### src/rtl/hour_pkg.sv
// Shared definitions for the hour preset sequencer: dial geometry,
// FSM state encoding and step direction.
package hour_pkg;

    localparam int HOURS = 24;
    localparam int HALF  = 12;
    localparam int BIN_W = 5;

    typedef enum logic [2:0] {
        S_IDLE,
        S_CALC,
        S_PULSE,
        S_WAIT,
        S_DONE
    } state_t;

    typedef enum logic {
        DIR_UP   = 1'b0,
        DIR_DOWN = 1'b1
    } dir_t;

endpackage

### src/rtl/bcd_hour_to_bin.sv
// Converts a BCD hour pair (tens, units) to a 0..23 binary value and flags
// pairs that are not a legal hour.
module bcd_hour_to_bin
    import hour_pkg::*;
(
    input  logic [3:0]       bcd_high_i,
    input  logic [3:0]       bcd_low_i,
    output logic [BIN_W-1:0] bin_o,
    output logic             valid_o
);

    // Only tens digits 0..2 are meaningful; the value wraps for illegal pairs, which valid_o rejects.
    assign bin_o = BIN_W'(bcd_high_i[1:0]) * BIN_W'(10) + BIN_W'(bcd_low_i);

    assign valid_o = (bcd_high_i <= 4'd2) && (bcd_low_i <= 4'd9) &&
                     !((bcd_high_i == 4'd2) && (bcd_low_i > 4'd3));

endmodule

### src/rtl/hour_preset_sequencer.sv
// Steps an external 0..23 BCD hour counter to a requested hour with single-cycle
// add/sub pulses, taking the shorter way round the dial.
module hour_preset_sequencer
    import hour_pkg::*;
#(
    parameter int PULSE_GAP = 1,
    parameter int MAX_STEPS = 13
) (
    input  logic       clk,
    input  logic       rst,
    input  logic       start,
    input  logic       abort,
    input  logic [3:0] tgt_high,
    input  logic [3:0] tgt_low,
    input  logic [3:0] cur_high,
    input  logic [3:0] cur_low,
    input  logic       cnt_hold,
    output logic       add,
    output logic       sub,
    output logic       busy,
    output logic       done,
    output logic       err
);

    localparam int STEP_W = $clog2(MAX_STEPS + 1);
    localparam int GAP_W  = (PULSE_GAP > 1) ? $clog2(PULSE_GAP) : 1;
    localparam logic [STEP_W-1:0] STEP_MAX = STEP_W'(MAX_STEPS);
    localparam logic [GAP_W-1:0]  GAP_LOAD = GAP_W'(PULSE_GAP - 1);

    state_t              state_q, state_d;
    logic [3:0]          tgt_high_q, tgt_high_d;
    logic [3:0]          tgt_low_q, tgt_low_d;
    dir_t                dir_q, dir_d;
    logic [STEP_W-1:0]   step_q, step_d;
    logic [GAP_W-1:0]    gap_q, gap_d;
    logic                pulse_q, pulse_d;
    logic                fail_d;
    logic                add_q, add_d;
    logic                sub_q, sub_d;
    logic                busy_q, busy_d;
    logic                done_q, done_d;
    logic                err_q, err_d;

    logic [BIN_W-1:0]    tgt_bin, cur_bin;
    logic                tgt_valid, cur_valid;
    logic [BIN_W:0]      up;
    logic                match;

    bcd_hour_to_bin u_tgt_conv (
        .bcd_high_i (tgt_high_q),
        .bcd_low_i  (tgt_low_q),
        .bin_o      (tgt_bin),
        .valid_o    (tgt_valid)
    );

    bcd_hour_to_bin u_cur_conv (
        .bcd_high_i (cur_high),
        .bcd_low_i  (cur_low),
        .bin_o      (cur_bin),
        .valid_o    (cur_valid)
    );

    // Forward distance round the dial; an extra bit keeps the +HOURS wrap from overflowing.
    assign up = (tgt_bin >= cur_bin) ? ({1'b0, tgt_bin} - {1'b0, cur_bin})
                                     : ({1'b0, tgt_bin} + (BIN_W+1)'(HOURS) - {1'b0, cur_bin});

    assign match = cur_valid && (cur_bin == tgt_bin);

    always_ff @(posedge clk or posedge rst) begin
        if (rst) begin
            state_q    <= S_IDLE;
            tgt_high_q <= '0;
            tgt_low_q  <= '0;
            dir_q      <= DIR_UP;
            step_q     <= '0;
            gap_q      <= '0;
            pulse_q    <= 1'b0;
            add_q      <= 1'b0;
            sub_q      <= 1'b0;
            busy_q     <= 1'b0;
            done_q     <= 1'b0;
            err_q      <= 1'b0;
        end else begin
            // NOTE: non-blocking assignments so every register samples the pre-edge values.
            state_q    <= state_d;
            tgt_high_q <= tgt_high_d;
            tgt_low_q  <= tgt_low_d;
            dir_q      <= dir_d;
            step_q     <= step_d;
            gap_q      <= gap_d;
            pulse_q    <= pulse_d;
            add_q      <= add_d;
            sub_q      <= sub_d;
            busy_q     <= busy_d;
            done_q     <= done_d;
            err_q      <= err_d;
        end
    end

    always_comb begin
        // NOTE: defaults first so no path through the case leaves a variable unassigned (no latches).
        state_d    = state_q;
        tgt_high_d = tgt_high_q;
        tgt_low_d  = tgt_low_q;
        dir_d      = dir_q;
        step_d     = step_q;
        gap_d      = gap_q;
        pulse_d    = 1'b0;
        fail_d     = 1'b0;

        unique case (state_q)
            S_IDLE: begin
                if (start) begin
                    tgt_high_d = tgt_high;
                    tgt_low_d  = tgt_low;
                    step_d     = '0;
                    state_d    = S_CALC;
                end
            end
            S_CALC: begin
                if (!tgt_valid) begin
                    state_d = S_DONE;
                    fail_d  = 1'b1;
                end else if (up == '0) begin
                    state_d = S_DONE;
                end else begin
                    dir_d   = (up <= (BIN_W+1)'(HALF)) ? DIR_UP : DIR_DOWN;
                    state_d = S_PULSE;
                    pulse_d = !cnt_hold;
                end
            end
            // pulse_q marks the cycle the step is on the wire; otherwise we are held off.
            S_PULSE: begin
                if (pulse_q) begin
                    state_d = S_WAIT;
                    gap_d   = GAP_LOAD;
                end else begin
                    pulse_d = !cnt_hold;
                end
            end
            S_WAIT: begin
                if (gap_q != '0) begin
                    gap_d = gap_q - 1'b1;
                end else if (match) begin
                    state_d = S_DONE;
                end else if (step_q == STEP_MAX) begin
                    state_d = S_DONE;
                    fail_d  = 1'b1;
                end else begin
                    state_d = S_PULSE;
                    pulse_d = !cnt_hold;
                end
            end
            S_DONE:  state_d = S_IDLE;
            default: state_d = S_IDLE;
        endcase

        if (abort) begin
            state_d = S_IDLE;
            pulse_d = 1'b0;
            fail_d  = 1'b0;
        end

        if (pulse_d) begin
            step_d = step_q + 1'b1;
        end
    end

    // Outputs are decoded from next-state values and registered, so pins never see input glitches.
    always_comb begin
        add_d  = pulse_d && (dir_d == DIR_UP);
        sub_d  = pulse_d && (dir_d == DIR_DOWN);
        busy_d = (state_d == S_CALC) || (state_d == S_PULSE) || (state_d == S_WAIT);
        done_d = (state_d == S_DONE);
        err_d  = fail_d;
    end

    assign add  = add_q;
    assign sub  = sub_q;
    assign busy = busy_q;
    assign done = done_q;
    assign err  = err_q;

endmodule

### config.mk
export PLATFORM = sky130hd
export DESIGN_NAME = hour_preset_sequencer
export DESIGN_NICKNAME = d
export VERILOG_FILES = /design/src/rtl/hour_pkg.sv /design/src/rtl/bcd_hour_to_bin.sv /design/src/rtl/hour_preset_sequencer.sv
export SDC_FILE = /design/constraint.sdc
export NUM_CORES = 1
export LEC_CHECK = 0
export CAP_MARGIN = 25
export CORE_ASPECT_RATIO = 1.4
export CORE_MARGIN = 2
export CORE_UTILIZATION = 60
export DETAILED_ROUTE_END_ITERATION = 16
export PLACE_DENSITY = 0.83
export SYNTH_ARGS = -nofsm -noshare
export SYNTH_HDL_FRONTEND = slang
export SYNTH_HIERARCHICAL = 1
export SYNTH_SLANG_ARGS = --single-unit
### constraint.sdc
create_clock -name clk -period 7.6 [get_ports clk]
set_clock_uncertainty 0.1 [all_clocks]
set_input_delay 0.76 -clock clk [delete_from_list [all_inputs] [get_ports clk]]
set_output_delay 0.76 -clock clk [all_outputs]
set_load 0.01 [all_outputs]
==> results.json <==
{
  "nets": 289,
  "crit_path_end_kind": "register",
  "start_util_pct": 62.62,
  "routed-via-count": 1617,
  "fin_crit_sh_pct": 59.24,
  "cp-endpoint": "add",
  "use_met3_pct": 1.875,
  "tritoncts": "done",
  "relSlewSlack_pct": 44.65,
  "path_clk_slew_ns": 0.08,
  "synth_edf_count": 0,
  "postSynthCellCount": 221,
  "cts-htree-levels": 1,
  "rr_endpoint": "add",
  "num_antenna_cells": 0,
  "syn2layout_area_growth_pct": 16.92,
  "ys_seq_area_share_pct": 28.42,
  "track_usage_pct": 24.43,
  "ys_warn_count": 6,
  "use_met2_pct": 46.13,
  "synth_area_sq_um": 1937,
  "drtAntennaViolNets": 0,
  "crit_start": "cur_high[0]",
  "cts_setup_buffers": 0,
  "numCtsBuffers": 3,
  "ctsResizeCount": 0,
  "clock-sinks": 22,
  "num_rows": 24,
  "async_reset_ff_share_pct": 100.0,
  "status": "finished, final reports clean",
  "regToRegStartpoint": "tgt_high_q[0]",
  "grt_use_met1_pct": 27.55,
  "critPathRequiredTime_ns": 7.67,
  "grt_max_degree": 23,
  "rsz0062_at_grt": "no",
  "drv_cap": 0,
  "ir_drop_mv": 0.2459,
  "pin_count": 26,
  "avgRoutedWirePerCell_microns": 14.64,
  "dr.pass1.iters": 4,
  "hold_class": "reg2reg",
  "rrSetupSlack_ns": 3.66,
  "clk_latency_ns": 0.27,
  "place_area_sq_um": 2193,
  "startpoint_type": "input pin",
  "hold_buffers": 0,
  "dpl.hpwl_mm": 3.309,
  "drc_errors": 0,
  "hold-worst-slack_ns": 0.3900,
  "gp_congestion": 0.8593,
  "setup_tns_ns": 0,
  "hold_viol": 0,
  "die_h_microns": 71.23,
  "setup_viol": 0,
  "syn_avg_cell_area_sq_um": 8.764,
  "slew_viol_final": 0,
  "synthesis.nets": 267,
  "timing.fmax_mhz": 222.1,
  "synth_cell_types": 56,
  "drive_gt1_share_pct": 8.678,
  "clock-root-buffer": "clkbuf_8",
  "numPortBuffers": 25,
  "reg2reg_depth": 13,
  "period_needed_ns": 4.502,
  "power_uw": 749.1,
  "viasPerCell": 5.754,
  "grt_pass1_wl_mm": 6.789,
  "ys.flop_type": "dfrtp_1",
  "grt_pass1_vias": 1580,
  "overflow": 0,
  "p_leak_uw": 0.001094,
  "die_area_sq_um": 3705,
  "fin_area_sq_um": 2265,
  "powerDensity_nw_per_um2": 330.8,
  "antenna_found_initial": 0,
  "arrival_ns": 4.57,
  "drtIter0Drc": 41,
  "cp_max_fo": 12,
  "crit_type": "in2reg",
  "grt.busiest_layer": "met2",
  "ys_ff_latch": 22,
  "core_sq_um": 3093,
  "fp.dieW_microns": 52.02,
  "cts_buffer_depth": 2,
  "finalWirelength_mm": 4.113,
  "worst_pin_slew_ns": 0.8294
}
[worst max-delay path, cell delays in order]
cell and delay (ns):
clkdlybuf4s50_1 0.52, ha_1 0.19, inv_1 0.06, fa_1 0.43, inv_1 0.07, inv_1 0.07, ha_1 0.45, fa_1 0.52
xor2_1 0.19, or2_1 0.23, a2111oi_2 0.39, a32oi_2 0.19, o21ai_4 0.29, inv_4 0.07, and4_1 0.15
[cells by family after synthesis]
group,after synthesis,synth area share (%)
AOI/OAI and AO/OA,47,18.86
DFF,22,28.42
muxes,3,1.550
xor gates and xnor gates,5,2.261
and+or+nand+nor,87,23.45
adders and majority gates,25,18.48
buffers and inverters,32,6.976
[power by group]
part           leakage, uW  switching (uW)  internal, uW  total, uW
Sequential        0.000290            13.6           132        146
Combinational     0.000769             294           199        493
Clock            0.0000357            39.9          70.5        110
[routing by layer]
metal,routed length (microns),part of all wire [%]
met1,1679,41
met2,2276,55
met3,79,1.9
met4,77,1.9
met5,0,0
[cell usage in the layout, fill, tap and decap left out, drive strengths merged, types with 3 or more instances in the layout]
cell,Yosys,layout
clkdlybuf4s50,0,25
o21a,3,3
inv,24,24
nand2,40,40
clkbuf,4,3
xnor2,4,4
ha,19,19
nand3b,3,3
mux2i,3,3
fa,6,6
a211oi,3,3
o21ai,7,7
a31oi,4,4
a21o,3,3
nor2,9,9
dfrtp,22,22
a211o,3,3
nor3,3,3
nor2b,4,4
and3,7,7
nand3,10,10
a21oi,12,12
[worst min path at each step]
stage / slack (ns) / start / cells after the start / end
after floorplan: 0.35 / tgt_low_q[0] / 2 / tgt_low_q[0]
after global placement: 0.36 / tgt_low_q[0] / 2 / tgt_low_q[0]
after detailed placement: 0.37 / tgt_high_q[3] / 2 / tgt_high_q[3]
after CTS: 0.40 / tgt_low_q[0] / 2 / tgt_low_q[0]
after global routing: 0.42 / tgt_high_q[3] / 2 / tgt_high_q[3]
final: 0.39 / tgt_high_q[3] / 2 / tgt_high_q[3]
[layout make-up]
class / instances / area, sq um
clock buffers: 3 / 41.29
clock inverters: 1 / 30.03
fillers: 244 / 828.3
inverters: 24 / 92.59
multi-input cells: 167 / 1251
flip-flops and latches: 22 / 550.5
well taps: 39 / 48.80
repair buffers: 25 / 250.2
[flip-flops by register name, summed over array words and instances (netlist names)]
register / flops
add: 1
busy: 1
dir_q: 1
done: 1
err: 1
pulse_q: 1
state_q: 3
step_q: 4
sub: 1
tgt_high_q: 4
tgt_low_q: 4
[synthesized netlist by cell type (2+ instances only)]
library cell	number	area [sq um]
nand2_1	39	146.4
inv_1	23	86.33
dfrtp_1	22	550.5
ha_1	19	237.7
a21oi_1	10	50.05
nand3_1	10	50.05
nor2_1	9	33.78
fa_1	6	120.1
and3_1	5	31.28
a31oi_1	4	25.02
clkbuf_1	4	15.01
o21ai_0	4	20.02
xnor2_1	4	35.03
a21o_1	3	22.52
buf_4	3	22.52
mux2i_1	3	30.03
nor2b_1	3	18.77
o21a_1	3	22.52
a211o_1	2	17.52
a211oi_1	2	15.01
a21oi_2	2	17.52
nand3b_1	2	15.01
nor3_1	2	10.01
nor4_1	2	12.51
o21ai_2	2	17.52
o221ai_1	2	17.52
o22ai_1	2	12.51
[stage by stage]
stage | cells | setup slack, ns | utilization [%]
6_report | 281 | 3.098 | 73.22
5_1_grt | 281 | 2.926 | 73.22
4_1_cts | 281 | 3.105 | 73.22
3_5_place_dp | 277 | 2.829 | 70.91
3_3_place_gp | 277 | 2.967 | 70.91
2_1_floorplan | 221 | 3.750 | -
Note: power is estimated with default switching activity, not from simulation.
